[src/rtl/recip_table_writer_if.sv]
// Control and RAM-port bundle of the reciprocal table writer.
// The readback signals exist only when RECIP_READBACK_CHECK_EN is defined.
interface recip_table_writer_if #(
  parameter int ADDR_BITS  = 10,
  parameter int DATA_WIDTH = 16
);
  logic                  start;
  logic                  busy;
  logic                  done;
  logic                  wr_en;
  logic [ADDR_BITS-1:0]  wr_addr;
  logic [DATA_WIDTH-1:0] wr_data;
`ifdef RECIP_READBACK_CHECK_EN
  logic [ADDR_BITS-1:0]  rd_addr;
  logic [DATA_WIDTH-1:0] rd_data;
  logic                  chk_err;
`endif

  modport master (
    input  start,
    output busy, done, wr_en, wr_addr, wr_data
`ifdef RECIP_READBACK_CHECK_EN
    , output rd_addr, chk_err
    , input  rd_data
`endif
  );

  modport slave (
    output start,
    input  busy, done, wr_en, wr_addr, wr_data
`ifdef RECIP_READBACK_CHECK_EN
    , input  rd_addr, chk_err
    , output rd_data
`endif
  );
endinterface

[src/rtl/recip_table_writer.sv]
// Generates the Goldschmidt seed table floor(2^(A+W-1)/(2^A+k)) by restoring division
// and writes it to RAM; RECIP_READBACK_CHECK_EN adds a checksum readback sweep.
module recip_table_writer #(
  parameter int ADDR_BITS  = 10,
  parameter int DATA_WIDTH = 16
) (
  input  logic                 clk,
  input  logic                 rst,
  recip_table_writer_if.master bus
);
  localparam int RW = ADDR_BITS + 2;
  localparam int CW = $clog2(DATA_WIDTH);
  // Dividend bits above the quotient window; always below the divisor, so no overflow.
  localparam logic [RW-1:0]        REM_INIT = RW'(1) << (ADDR_BITS - 1);
  localparam logic [ADDR_BITS-1:0] K_LAST   = {ADDR_BITS{1'b1}};
  localparam logic [ADDR_BITS-1:0] K_ONE    = {{(ADDR_BITS-1){1'b0}}, 1'b1};

  typedef enum logic [2:0] {S_IDLE, S_DIV, S_WRITE, S_CHECK, S_DONE} state_t;

  state_t                state_q, state_d;
  logic [ADDR_BITS-1:0]  k_q, k_d;
  logic [CW-1:0]         bit_cnt_q, bit_cnt_d;
  logic [RW-1:0]         rem_q, rem_d;
  logic [DATA_WIDTH-1:0] quot_q, quot_d;
  logic                  busy_q, busy_d;
  logic                  done_q, done_d;
  logic                  wr_en_q, wr_en_d;
  logic [ADDR_BITS-1:0]  wr_addr_q, wr_addr_d;
  logic [DATA_WIDTH-1:0] wr_data_q, wr_data_d;
  logic [RW-1:0]         rem_shift;
  logic [RW-1:0]         divisor;
  logic                  q_bit;
  logic [DATA_WIDTH-1:0] quot_next;
`ifdef RECIP_READBACK_CHECK_EN
  localparam logic [ADDR_BITS:0] CHK_LAST = {1'b1, {ADDR_BITS{1'b0}}};
  logic [DATA_WIDTH-1:0] wr_sum_q, wr_sum_d;
  logic [DATA_WIDTH-1:0] rd_sum_q, rd_sum_d;
  logic [DATA_WIDTH-1:0] rd_sum_acc;
  logic [ADDR_BITS:0]    chk_cnt_q, chk_cnt_d;
  logic [ADDR_BITS-1:0]  rd_addr_q, rd_addr_d;
  logic                  chk_err_q, chk_err_d;
`endif

  // One restoring-division step against divisor {1, k}.
  always_comb begin
    rem_shift = rem_q << 1;
    divisor   = {1'b0, 1'b1, k_q};
    q_bit     = (rem_shift >= divisor);
    quot_next = (quot_q << 1) | DATA_WIDTH'(q_bit);
  end

  // Next-state and next-output logic.
  always_comb begin
    state_d   = state_q;
    k_d       = k_q;
    bit_cnt_d = bit_cnt_q;
    rem_d     = rem_q;
    quot_d    = quot_q;
    busy_d    = busy_q;
    done_d    = done_q;
    wr_en_d   = 1'b0;
    wr_addr_d = wr_addr_q;
    wr_data_d = wr_data_q;
`ifdef RECIP_READBACK_CHECK_EN
    wr_sum_d   = wr_sum_q;
    rd_sum_d   = rd_sum_q;
    rd_sum_acc = rd_sum_q;
    chk_cnt_d  = chk_cnt_q;
    rd_addr_d  = rd_addr_q;
    chk_err_d  = chk_err_q;
`endif
    case (state_q)
      S_IDLE, S_DONE: begin
        if (bus.start) begin
          state_d   = S_DIV;
          k_d       = {ADDR_BITS{1'b0}};
          bit_cnt_d = {CW{1'b0}};
          rem_d     = REM_INIT;
          quot_d    = {DATA_WIDTH{1'b0}};
          busy_d    = 1'b1;
          done_d    = 1'b0;
`ifdef RECIP_READBACK_CHECK_EN
          wr_sum_d  = {DATA_WIDTH{1'b0}};
          chk_err_d = 1'b0;
`endif
        end else begin
          state_d = state_q;
        end
      end
      S_DIV: begin
        rem_d  = q_bit ? (rem_shift - divisor) : rem_shift;
        quot_d = quot_next;
        if (bit_cnt_q == CW'(DATA_WIDTH - 1)) begin
          state_d   = S_WRITE;
          wr_en_d   = 1'b1;
          wr_addr_d = k_q;
          wr_data_d = quot_next;
        end else begin
          bit_cnt_d = bit_cnt_q + CW'(1);
        end
      end
      S_WRITE: begin
`ifdef RECIP_READBACK_CHECK_EN
        wr_sum_d = wr_sum_q + wr_data_q;
`endif
        if (k_q == K_LAST) begin
`ifdef RECIP_READBACK_CHECK_EN
          state_d   = S_CHECK;
          chk_cnt_d = {(ADDR_BITS+1){1'b0}};
          rd_addr_d = {ADDR_BITS{1'b0}};
          rd_sum_d  = {DATA_WIDTH{1'b0}};
`else
          state_d = S_DONE;
          busy_d  = 1'b0;
          done_d  = 1'b1;
`endif
        end else begin
          state_d   = S_DIV;
          k_d       = k_q + K_ONE;
          bit_cnt_d = {CW{1'b0}};
          rem_d     = REM_INIT;
        end
      end
      S_CHECK: begin
`ifdef RECIP_READBACK_CHECK_EN
        // rd_data lags rd_addr by one cycle, so the first sample arrives at count 1.
        if (chk_cnt_q != {(ADDR_BITS+1){1'b0}}) begin
          rd_sum_acc = rd_sum_q + bus.rd_data;
        end else begin
          rd_sum_acc = rd_sum_q;
        end
        rd_sum_d = rd_sum_acc;
        if (chk_cnt_q == CHK_LAST) begin
          state_d   = S_DONE;
          busy_d    = 1'b0;
          done_d    = 1'b1;
          chk_err_d = (rd_sum_acc != wr_sum_q);
        end else begin
          chk_cnt_d = chk_cnt_q + {{ADDR_BITS{1'b0}}, 1'b1};
          rd_addr_d = chk_cnt_q[ADDR_BITS-1:0] + K_ONE;
        end
`else
        state_d = S_IDLE;
`endif
      end
      default: begin
        state_d = S_IDLE;
      end
    endcase
  end

  // State and output registers with synchronous reset.
  always_ff @(posedge clk) begin
    if (rst) begin
      state_q   <= S_IDLE;
      k_q       <= {ADDR_BITS{1'b0}};
      bit_cnt_q <= {CW{1'b0}};
      rem_q     <= {RW{1'b0}};
      quot_q    <= {DATA_WIDTH{1'b0}};
      busy_q    <= 1'b0;
      done_q    <= 1'b0;
      wr_en_q   <= 1'b0;
      wr_addr_q <= {ADDR_BITS{1'b0}};
      wr_data_q <= {DATA_WIDTH{1'b0}};
`ifdef RECIP_READBACK_CHECK_EN
      wr_sum_q  <= {DATA_WIDTH{1'b0}};
      rd_sum_q  <= {DATA_WIDTH{1'b0}};
      chk_cnt_q <= {(ADDR_BITS+1){1'b0}};
      rd_addr_q <= {ADDR_BITS{1'b0}};
      chk_err_q <= 1'b0;
`endif
    end else begin
      state_q   <= state_d;
      k_q       <= k_d;
      bit_cnt_q <= bit_cnt_d;
      rem_q     <= rem_d;
      quot_q    <= quot_d;
      busy_q    <= busy_d;
      done_q    <= done_d;
      wr_en_q   <= wr_en_d;
      wr_addr_q <= wr_addr_d;
      wr_data_q <= wr_data_d;
`ifdef RECIP_READBACK_CHECK_EN
      wr_sum_q  <= wr_sum_d;
      rd_sum_q  <= rd_sum_d;
      chk_cnt_q <= chk_cnt_d;
      rd_addr_q <= rd_addr_d;
      chk_err_q <= chk_err_d;
`endif
    end
  end

  assign bus.busy    = busy_q;
  assign bus.done    = done_q;
  assign bus.wr_en   = wr_en_q;
  assign bus.wr_addr = wr_addr_q;
  assign bus.wr_data = wr_data_q;
`ifdef RECIP_READBACK_CHECK_EN
  assign bus.rd_addr = rd_addr_q;
  assign bus.chk_err = chk_err_q;
`endif
endmodule

[src/flat_wrapper.sv]
// flat-port wrapper written by rule: the top's interface ports become plain ports
module recip_table_writer_flat 
#(
  parameter int ADDR_BITS  = 10,
  parameter int DATA_WIDTH = 16
)
  (clk, rst, bus_start, bus_busy, bus_done, bus_wr_en, bus_wr_addr, bus_wr_data);
  recip_table_writer_if #(.ADDR_BITS(ADDR_BITS), .DATA_WIDTH(DATA_WIDTH)) bus_i ();
  input  logic clk;
  input  logic rst;
  input wire logic [$bits(bus_i.start)-1:0] bus_start;
  output wire logic [$bits(bus_i.busy)-1:0] bus_busy;
  output wire logic [$bits(bus_i.done)-1:0] bus_done;
  output wire logic [$bits(bus_i.wr_en)-1:0] bus_wr_en;
  output wire logic [$bits(bus_i.wr_addr)-1:0] bus_wr_addr;
  output wire logic [$bits(bus_i.wr_data)-1:0] bus_wr_data;
  assign bus_i.start = bus_start;
  assign bus_busy = bus_i.busy;
  assign bus_done = bus_i.done;
  assign bus_wr_en = bus_i.wr_en;
  assign bus_wr_addr = bus_i.wr_addr;
  assign bus_wr_data = bus_i.wr_data;
  recip_table_writer #(.ADDR_BITS(ADDR_BITS), .DATA_WIDTH(DATA_WIDTH)) u_core (.clk(clk), .rst(rst), .bus(bus_i));
endmodule
[config.mk]
export PLATFORM = sky130hd
export DESIGN_NAME = recip_table_writer_flat
export DESIGN_NICKNAME = d
export VERILOG_FILES = /design/src/rtl/recip_table_writer_if.sv /design/src/rtl/recip_table_writer.sv /design/src/flat_wrapper.sv
export SDC_FILE = /design/constraint.sdc
export NUM_CORES = 1
export LEC_CHECK = 0
export CAP_MARGIN = 20
export CORE_MARGIN = 2
export CORE_UTILIZATION = 35
export DETAILED_ROUTE_END_ITERATION = 8
export GPL_TIMING_DRIVEN = 0
export PLACE_DENSITY_LB_ADDON = 0.25
export RECOVER_POWER = 50
export SYNTH_ARGS = -nofsm -noshare
export SYNTH_HDL_FRONTEND = slang
export SYNTH_SLANG_ARGS = --single-unit
[constraint.sdc]
create_clock -name clk -period 2.2 [get_ports clk]
set_input_delay 0.44 -clock clk [delete_from_list [all_inputs] [get_ports clk]]
set_output_delay 0.44 -clock clk [all_outputs]
set_load 0.01 [all_outputs]
==> results.ini <==
[floorplanning]
die_h_um=101
fp.dieW_um=101
placeableCoreArea_mm2=0.00915
die_area_mm2=0.0102
row_count=35
start_util=0.358
io_pins=32

[yosys]
ys_seq_area_frac=0.440
syn_avg_cell_area_um2=8.25
synthTopCellsByArea=dfxtp_1 44%, nand2_1 7.9%, a21oi_1 6.4%
ys_ff_latch=72
synth_common_cells=72 x dfxtp_1, 69 x nand2_1, 51 x nor2_1, 42 x a21oi_1, 16 x o21ai_0
syn_area_mm2=0.00328
synthAdderAreaFrac=0.0519
synth_mux_area_frac=0.0244
yosysTopAreaCellShare=0.440
synth_simple_gate_area_share=0.227
yosysTopAreaCell=dfxtp_1
synth_edf_count=0
syn-num-nets=413
async_reset_ff_frac=0
synth_most_common_cell=dfxtp_1
synth_cell_types=50
synth_compound_area_frac=0.179
yosys_warnings=0
synth_top_family_by_area=simple AND/OR/NAND/NOR gates
synth_xor_area_frac=0.0347
synthCells=397
yosys_most_used_dff=dfxtp_1

[timing]
max_freq_ghz=0.484
slew_headroom=0.682
hold_viol=0
post-route-period-util=0.939
fin_hold_ws_ns=0.452
rsz0062_at_grt=no
drv_slew=0
setup_viol=0
min_period_ns=2.07
fin_worst_skew_ns=0.00778
worst_slew_pin_slew_ns=0.477
tns_ns=0

[clock_network]
clk_pin_slew_ns=0.08
cts_tree=built
clk_latency_ns=0.35
clockBufferDepth=2
cts_max_level=3
clock-sinks=72
cts_made_buffers=9
cts_root_buf=clkbuf_8
cts_hold_buf=0

[grt]
grt_usage=0.157
grt_pass1_vias=2627
antenna_found_initial=0
globalRoute.totalOverflow=0
grt_pass1_wl_mm=12.6
grt_max_degree=14

[worst_setup_path]
worstReg2RegEnd=u_core.k_q[6]
crit_buf_inv=0
reg2reg_slack_ns=0.13
worstSetupPathDepth=7
reg2reg_depth=7
max_stage_delay_ns=0.42
path_max_fanout=7
critical_path.slowest_cell=or2_0
regToRegStartpoint=u_core.k_q[0]
path_delay_family=simple AND/OR/NAND/NOR gates
path_cells=ha_1 -> and4_1 -> a31oi_4 -> or2_0 -> nand3_1 -> xnor2_1 -> nor2_1
crit_type=flop to flop
critPathArrivalTime_ns=2.29
endpoint_kind=flop
critical_path_required_ns=2.42
startpoint_type=flop

[job]
maxCapViolCount=0

[final_layout]
seq_area_mm2=0.00145
layout-drive-gt1-share=0.121
final_nets=458
antenna_cells=0
fillers=921
area_delta_synth_final_pct=24.5
multi_input_area_mm2=0.00177

[drt]
drt-wirelength-per-cell_um=13.4
antenna_left=0
remaining_drc_errors=0
drt_wl_total_mm=7.49
drt-initial-drc-count=112
drt-vias-per-instance=4.99
detail_route.first_pass.iterations=4
dr_total_vias=2783

[placement]
place.gp.congestion=0.844
post-dp-hpwl_mm=5.26
port_buffers=31

[pwr]
pwr_density_cell_mw_per_mm2=677
ir_drop_uv=324
p_leak_nw=1.51

[run_status]
status=finished clean

[min_path]
min_path_type=flop to flop
whs_path_depth=2
min_to=u_core.bus.wr_addr[9]
hp-start=u_core.bus.wr_addr[9]

-- tightest hold or removal path, delay by kind of cell (launching register included) --
kind | cells | cell delay, ns
simple gates | 1 | 0.05
flops | 1 | 0.31
compound gates | 1 | 0.05
-- placed cells by master (no fill, tap or decap), drive strengths merged, types with 3 or more instances in the layout --
| master | count |
|---|---|
| a211oi | 3 |
| a21oi | 42 |
| a22oi | 15 |
| buf | 6 |
| bufinv | 3 |
| clkbuf | 27 |
| dfxtp | 72 |
| dlygate4sd3 | 31 |
| ha | 12 |
| inv | 15 |
| mux2i | 8 |
| nand2 | 69 |
| nand2b | 3 |
| nand3 | 6 |
| nand3b | 3 |
| nand4 | 5 |
| nor2 | 54 |
| nor3 | 9 |
| o21ai | 18 |
| or2 | 4 |
| xnor2 | 11 |
-- stage by stage --
| stage | cells | util | cell area, um2 | setup slack [ns] | total power (W) |
|---|---|---|---|---|---|
| global placement | 539 | 0.407 | 3730 | -0.110 | 0.00150 |
| CTS | 556 | 0.435 | 3980 | 0.0246 | 0.00279 |
| detailed placement | 539 | 0.407 | 3730 | -0.121 | 0.00150 |
| global route | 558 | 0.446 | 4080 | 0.0104 | 0.00286 |
| floorplan | 397 | - | 3280 | 0.184 | 0.00145 |
| finish | 558 | 0.446 | 4080 | 0.134 | 0.00276 |
-- report_power, final --
part           internal [W]  leakage, nW  total, W  switching (W)
sequential          0.00131        0.585   0.00132      0.0000107
clock              0.000762        0.121   0.00129       0.000528
combinational     0.0000492        0.803  0.000151       0.000102
-- kinds of logic after synthesis --
kind of cell	Yosys count
adders and majority gates	13
DFF	72
AOI/OAI and AO/OA	93
buffers and inverters	34
and+or+nand+nor	164
xor gates and xnor gates	13
muxes	8
-- how the worst max path moves through the flow --
stage / endpoint / start / slack [ns]
final: u_core.k_q[6] / u_core.k_q[0] / 0.13
after global routing: u_core.rem_q[9] / u_core.k_q[1] / 0.01
after CTS: u_core.rem_q[10] / u_core.k_q[0] / 0.02
after detailed placement: u_core.rem_q[8] / u_core.k_q[4] / -0.12
after global placement: u_core.rem_q[10] / u_core.k_q[0] / -0.11
after floorplan: u_core.rem_q[10] / u_core.k_q[0] / 0.18
-- state kept, by name (all words and copies together) (netlist names) --
register / cells
u_core.bit_cnt_q: 4
u_core.bus.busy: 1
u_core.bus.done: 1
u_core.bus.wr_addr: 10
u_core.bus.wr_data: 16
u_core.bus.wr_en: 1
u_core.k_q: 10
u_core.quot_q: 15
u_core.rem_q: 11
u_core.state_q: 3
-- per-layer routing --
layer  wire, um  share of wire  GRT usage
met5          0              0          0
met4        165          0.022     0.0759
met3        160          0.021     0.0264
met2       3210           0.43      0.238
met1       3950           0.53      0.217
-- timing repair --
action / CTS / global route
setup buffers: 1 / 1
pin swaps: 2 / 4
gates cloned: 0 / 1
resized for setup: 1 / 23
endpoints found under the hold margin: 0 / 0
setup endpoints to repair: 8 / 12
-- cell type report --
class	count	area share
Inverter	14	0.0129
Timing Repair Buffer	34	0.0810
Tap cell	111	0.0340
Sequential cell	72	0.356
Clock inverter	6	0.0285
Multi-Input combinational cell	291	0.434
Clock buffer	10	0.0313
Buffer	20	0.0218
Note: power is estimated with default switching activity, not from simulation.
